File: src/rtl/wb_gain_apply_pkg.sv
// Shared definitions for the white-balance path: Q10.8 gain format and Bayer phase decode.
package wb_gain_apply_pkg;

  localparam int unsigned GAIN_FRAC  = 8;
  localparam int unsigned GAIN_UNITY = 1 << GAIN_FRAC;

  // Encoded as {y, x}
  typedef enum logic [1:0] {
    PhB  = 2'b00,
    PhG0 = 2'b01,
    PhG1 = 2'b10,
    PhR  = 2'b11
  } bayer_ph_e;

  function automatic bayer_ph_e bayer_phase(input logic x, input logic y);
    return bayer_ph_e'({y, x});
  endfunction

endpackage

File: src/rtl/wb_round_sat.sv
// Round-half-up a fixed-point product by FRAC bits and saturate to OUT_W bits.
module wb_round_sat #(
  parameter int unsigned IN_W  = 26,
  parameter int unsigned OUT_W = 8,
  parameter int unsigned FRAC  = 8
) (
  input  logic [IN_W-1:0]  prod_i,
  output logic [OUT_W-1:0] pix_o,
  output logic             clip_o
);

  localparam logic [IN_W:0] Half = (IN_W + 1)'(1) << (FRAC - 1);

  logic [IN_W:0] sum;
  logic [IN_W:0] rounded;

  // Extra MSB keeps the rounding carry of a full-scale product.
  assign sum     = {1'b0, prod_i} + Half;
  assign rounded = sum >> FRAC;
  assign clip_o  = |rounded[IN_W:OUT_W];
  assign pix_o   = clip_o ? '1 : rounded[OUT_W-1:0];

endmodule

File: src/rtl/wb_gain_apply.sv
// Applies double-buffered white-balance gains to a Bayer stream (3-stage pipeline)
// and publishes a per-frame count of saturated pixels.
module wb_gain_apply #(
  parameter int unsigned DATA_W    = 8,
  parameter int unsigned GAIN_W    = 18,
  parameter int unsigned GAIN_FRAC = wb_gain_apply_pkg::GAIN_FRAC,
  parameter int unsigned CNT_W     = 16
) (
  input  logic              clk,
  input  logic              rst,
  input  logic              data_in_valid,
  input  logic [DATA_W-1:0] data_in,
  input  logic              x,
  input  logic              y,
  input  logic              frame_start,
  input  logic [GAIN_W-1:0] bk,
  input  logic [GAIN_W-1:0] rk,
  input  logic              gain_load,
  output logic              data_out_valid,
  output logic [DATA_W-1:0] data_out,
  output logic              x_out,
  output logic              y_out,
  output logic              gain_pending,
  output logic [CNT_W-1:0]  clip_count
);
  import wb_gain_apply_pkg::*;

  localparam int unsigned       ProdW   = DATA_W + GAIN_W;
  localparam logic [GAIN_W-1:0] GainOne = GAIN_W'(1) << GAIN_FRAC;
  localparam logic [CNT_W-1:0]  CntMax  = '1;

  logic [GAIN_W-1:0] bk_act_q, rk_act_q, bk_pend_q, rk_pend_q;
  logic              pend_q;
  logic              apply_now;
  logic [GAIN_W-1:0] bk_use, rk_use, gain_sel;

  logic              s1_valid_q, s1_fs_q, s1_x_q, s1_y_q;
  logic [DATA_W-1:0] s1_pix_q;
  logic [GAIN_W-1:0] s1_gain_q;
  logic              s2_valid_q, s2_fs_q, s2_x_q, s2_y_q;
  logic [ProdW-1:0]  s2_prod_q;

  logic [DATA_W-1:0] sat_pix;
  logic              sat_clip, clip_hit;
  logic [CNT_W-1:0]  clip_run_q, clip_run_d, clip_count_q, clip_count_d;

  // A frame_start that retires pending gains must already steer the pixel on the same cycle.
  assign apply_now = frame_start & pend_q;
  assign bk_use    = apply_now ? bk_pend_q : bk_act_q;
  assign rk_use    = apply_now ? rk_pend_q : rk_act_q;

  always_comb begin
    gain_sel = GainOne;
    unique case (bayer_phase(x, y))
      PhB:        gain_sel = bk_use;
      PhR:        gain_sel = rk_use;
      PhG0, PhG1: gain_sel = GainOne;
    endcase
  end

  always_ff @(posedge clk or posedge rst) begin
    if (rst) begin
      bk_act_q  <= GainOne;
      rk_act_q  <= GainOne;
      bk_pend_q <= GainOne;
      rk_pend_q <= GainOne;
      pend_q    <= 1'b0;
    end else begin
      if (apply_now) begin
        bk_act_q <= bk_pend_q;
        rk_act_q <= rk_pend_q;
      end
      if (gain_load) begin
        bk_pend_q <= bk;
        rk_pend_q <= rk;
      end
      pend_q <= gain_load | (pend_q & ~frame_start);
    end
  end

  always_ff @(posedge clk or posedge rst) begin
    if (rst) begin
      s1_valid_q <= 1'b0;
      s1_fs_q    <= 1'b0;
      s1_x_q     <= 1'b0;
      s1_y_q     <= 1'b0;
      s1_pix_q   <= '0;
      s1_gain_q  <= '0;
      s2_valid_q <= 1'b0;
      s2_fs_q    <= 1'b0;
      s2_x_q     <= 1'b0;
      s2_y_q     <= 1'b0;
      s2_prod_q  <= '0;
    end else begin
      s1_valid_q <= data_in_valid;
      s1_fs_q    <= frame_start;
      s1_x_q     <= x;
      s1_y_q     <= y;
      s1_pix_q   <= data_in;
      s1_gain_q  <= gain_sel;
      s2_valid_q <= s1_valid_q;
      s2_fs_q    <= s1_fs_q;
      s2_x_q     <= s1_x_q;
      s2_y_q     <= s1_y_q;
      s2_prod_q  <= ProdW'(s1_pix_q) * ProdW'(s1_gain_q);
    end
  end

  wb_round_sat #(
    .IN_W  (ProdW),
    .OUT_W (DATA_W),
    .FRAC  (GAIN_FRAC)
  ) u_round_sat (
    .prod_i (s2_prod_q),
    .pix_o  (sat_pix),
    .clip_o (sat_clip)
  );

  assign clip_hit = s2_valid_q & sat_clip;

  // The tagged pixel belongs to the new frame, so it seeds the restarted counter.
  always_comb begin
    clip_run_d   = clip_run_q;
    clip_count_d = clip_count_q;
    if (s2_fs_q) begin
      clip_count_d = clip_run_q;
      clip_run_d   = clip_hit ? CNT_W'(1) : '0;
    end else if (clip_hit && clip_run_q != CntMax) begin
      clip_run_d = clip_run_q + CNT_W'(1);
    end
  end

  always_ff @(posedge clk or posedge rst) begin
    if (rst) begin
      data_out_valid <= 1'b0;
      data_out       <= '0;
      x_out          <= 1'b0;
      y_out          <= 1'b0;
      clip_run_q     <= '0;
      clip_count_q   <= '0;
    end else begin
      data_out_valid <= s2_valid_q;
      if (s2_valid_q) begin
        data_out <= sat_pix;
        x_out    <= s2_x_q;
        y_out    <= s2_y_q;
      end
      clip_run_q   <= clip_run_d;
      clip_count_q <= clip_count_d;
    end
  end

  assign gain_pending = pend_q;
  assign clip_count   = clip_count_q;

endmodule

File: config.mk
export PLATFORM = sky130hd
export DESIGN_NAME = wb_gain_apply
export DESIGN_NICKNAME = d
export VERILOG_FILES = /design/src/rtl/wb_gain_apply_pkg.sv /design/src/rtl/wb_round_sat.sv /design/src/rtl/wb_gain_apply.sv
export SDC_FILE = /design/constraint.sdc
export NUM_CORES = 1
export LEC_CHECK = 0
export ABC_AREA = 1
export ABC_CLOCK_PERIOD_IN_PS = 5300
export CAP_MARGIN = 20
export CORE_ASPECT_RATIO = 1.1
export CORE_UTILIZATION = 45
export DETAILED_ROUTE_END_ITERATION = 16
export MAX_ROUTING_LAYER = met4
export PLACE_DENSITY = 0.66
export SLEW_MARGIN = 5
export SYNTH_ARGS = -nofsm -noshare
export SYNTH_HDL_FRONTEND = slang
export SYNTH_SLANG_ARGS = --single-unit
File: constraint.sdc
create_clock -name clk -period 5.3 [get_ports clk]
set_input_delay 0.53 -clock clk [delete_from_list [all_inputs] [get_ports clk]]
set_output_delay 0.53 -clock clk [all_outputs]
set_load 0.005 [all_outputs]
==> impl_metrics.tcl <==
set metrics [dict create \
    antenna_left 0 \
    synth_compound_area_frac 0.0555 \
    cts_hold_buf 0 \
    synth_xor_xnor_area_share 0.0247 \
    slew_violations 0 \
    first_pass_iters 5 \
    clock_latency_ns 0.44 \
    yosys.area.top_type "dfrtp_1" \
    min_path_cells 0 \
    grt_setup_unrepaired "false" \
    layout-drive-gt1-share 0.0638 \
    synth_edf_count 0 \
    ys_seq_elements 169 \
    syn_inst 1414 \
    synth-simple-area-share 0.189 \
    p_leak_nw 7.25 \
    gp_congestion 0.891 \
    post-route-util 0.525 \
    clock_sinks 169 \
    die_h_um 171 \
    synthTopCellsByCount "nand2_1 (385), inv_1 (320), dfrtp_1 (165)" \
    grt_pass1_wl_um 41900 \
    setup_ws_ns 0.631 \
    io_pins 79 \
    worstPathArrival_ns 4.99 \
    outcome "finished clean" \
    clkTransAtPathRegs_ns 0.08 \
    worstPathMaxFanout 18 \
    fmax_ghz 0.214 \
    first_iter_violations 397 \
    rows 61 \
    grt_remaining_overflow 0 \
    cts-root-buf "clkbuf_16" \
    dieArea_mm2 0.0266 \
    wl_per_cell_um 13.3 \
    tns_ns 0 \
    drc 0 \
    place_hpwl_um 18600 \
    wl_um 24200 \
    async_flop_share 1.00 \
    worst-setup-path-type "flip-flop to flip-flop" \
    instances_no_fill 1819 \
    ys_top_cells_by_area "dfrtp_1 (35%), fa_1 (16%), nand2_1 (12%)" \
    synthFlopType "dfrtp_1" \
    p_per_area_mw_per_mm2 347 \
    setup_viol 0 \
    post-cts-setup-buffers 0 \
    synth_top_area_frac 0.353 \
    synth_cell_types 40 \
    cts_tree "built" \
    clockBufferDepth 2 \
    grt_pass1_vias 8809 \
    yosysSeqAreaShare 0.362 \
    max_slew.worst_pin.slew_ns 0.801 \
    yosys_warnings 0 \
    cts_buffers 17 \
    start_util 0.460 \
    dp_worst_setup_slack_ns 0.636 \
    die_w_um 156 \
    maxSlewHeadroom 0.464 \
    num_vias 8660 \
    syn_area_mm2 0.0117 \
    layout_min_cycle_time_ns 4.67 \
    muxShareOfSynthArea 0.0327 \
    drv_cap 0 \
    globalRouteTotalUtil 0.205 \
    synthAdderAreaFrac 0.213 \
    hold_viol 0 \
    hp-class "flip-flop to flip-flop" \
    finClkSkew_ns 0.0146 \
    synth_most_common_cell "nand2_1" \
    cts_max_level 4 \
    dp_cells 1787 \
    end_kind "flip-flop" \
    syn_area_per_cell_um2 8.27 \
    antenna_cells 0 \
    start_kind "flip-flop" \
    synth_top_family_by_area "adder cells" \
    grt_max_degree 77 \
    num-fill-cells 2383 \
    syn_nets 1607 \
    min_period_over_period 0.881 \
    nNetsFinal 1653 \
    finalPower_mw 4.64 \
    antenna_found_initial 0 \
    core_region_area_mm2 0.0254 \
    port_buffers 78 \
    via_per_inst 4.76 \
    worstPathRequired_ns 5.62 \
    r2r_cells 19 \
    ctsResizeCount 0 \
    area_growth_pct 14.2 \
    ir_drop_mv 0.206 \
]
==> sequential cells by signal, summed over array words and instances, names as in the netlist, 8 cells and up <==
signal      flops
clip_run_q     16
s1_pix_q        8
rk_act_q       18
data_out        8
clip_count     16
bk_act_q       18
s2_prod_q      19
rk_pend_q      18
bk_pend_q      18
s1_gain_q      18
==> critical path: stages (launching register included) <==
cell     delay [ns]
dfrtp_1        0.73
nand2_1        0.16
fa_1           0.53
fa_1           0.55
inv_1          0.05
fa_1           0.53
inv_1          0.05
fa_1           0.52
inv_1          0.04
ha_1           0.36
a21oi_1        0.20
o21ai_0        0.11
inv_1          0.06
o31ai_1        0.06
buf_4          0.15
nand2_1        0.05
nand2_1        0.11
nand3_1        0.09
nand2_1        0.06
xor2_1         0.14
==> final cells by class <==
class                           instances  area [um2]  area share
Clock buffer                           17         425      0.0319
Multi-Input combinational cell        866        6020       0.451
Inverter                              321        1210      0.0906
Timing Repair Buffer                   85         833      0.0624
Tap cell                              346         433      0.0324
Sequential cell                       169        4230       0.317
Clock inverter                         15         200      0.0150
==> layout by cell type (no fill, tap or decap), types with 8 or more instances in the layout <==
| master | n |
|---|---|
| nand3_1 | 55 |
| o22ai_1 | 8 |
| o21ai_0 | 66 |
| dfrtp_1 | 165 |
| mux2_2 | 34 |
| fa_1 | 95 |
| nor3_1 | 11 |
| nand2_1 | 385 |
| clkdlybuf4s50_1 | 78 |
| nor2_2 | 8 |
| inv_1 | 319 |
| clkbuf_16 | 17 |
| a21oi_1 | 33 |
| xor2_1 | 24 |
| nor2_1 | 54 |
| ha_1 | 47 |
| xnor2_1 | 9 |
==> path summary, 6_finish.rpt <==
path                                       start                  endpoint  slack [ns]
max                        s1_pix_q[7]$_DFF_PP0_   s2_prod_q[24]$_DFF_PP0_        0.63
min                         s1_valid_q$_DFF_PP0_      s2_valid_q$_DFF_PP0_        0.35
max reg2reg                s1_pix_q[7]$_DFF_PP0_   s2_prod_q[24]$_DFF_PP0_        0.63
min reg2reg                 s1_valid_q$_DFF_PP0_      s2_valid_q$_DFF_PP0_        0.35
max in group asynchronous                    rst  rk_pend_q[0]$_DFFE_PP0P_        3.64
min in group asynchronous                    rst     s1_pix_q[1]$_DFF_PP0_        0.59
==> per-stage QoR <==
step           hold WS [ns]  area (um2)
6_report              0.350       13400
5_1_grt               0.360       13400
4_1_cts               0.350       13400
3_5_place_dp          0.335       12700
3_3_place_gp          0.333       12700
2_1_floorplan         0.331       11700
==> power by group <==
part,total [mW],switching [mW],internal [mW]
clock network,1.32,0.634,0.688
logic,1.67,1.02,0.649
registers,1.64,0.169,1.47
total,4.64,1.83,2.81
==> cells by family after synthesis <==
family,count (synthesis)
simple gates,536
buf+inv,379
flops,169
fa+ha+maj,142
compound gates,121
mux,34
xor+xnor,33
==> per-layer routing <==
| metal | vias up | GRT usage | part of all wire | wire length [um] |
|---|---|---|---|---|
| met1 | 4146 | 0.251 | 0.46 | 11000 |
| met2 | 152 | 0.344 | 0.49 | 11900 |
| li1 | 4322 | - | - | - |
| met3 | 40 | 0.0261 | 0.023 | 558 |
| met4 | 0 | 0.0797 | 0.027 | 652 |
| met5 | - | - | 0 | 0 |
Note: power is estimated with default switching activity, not from simulation.
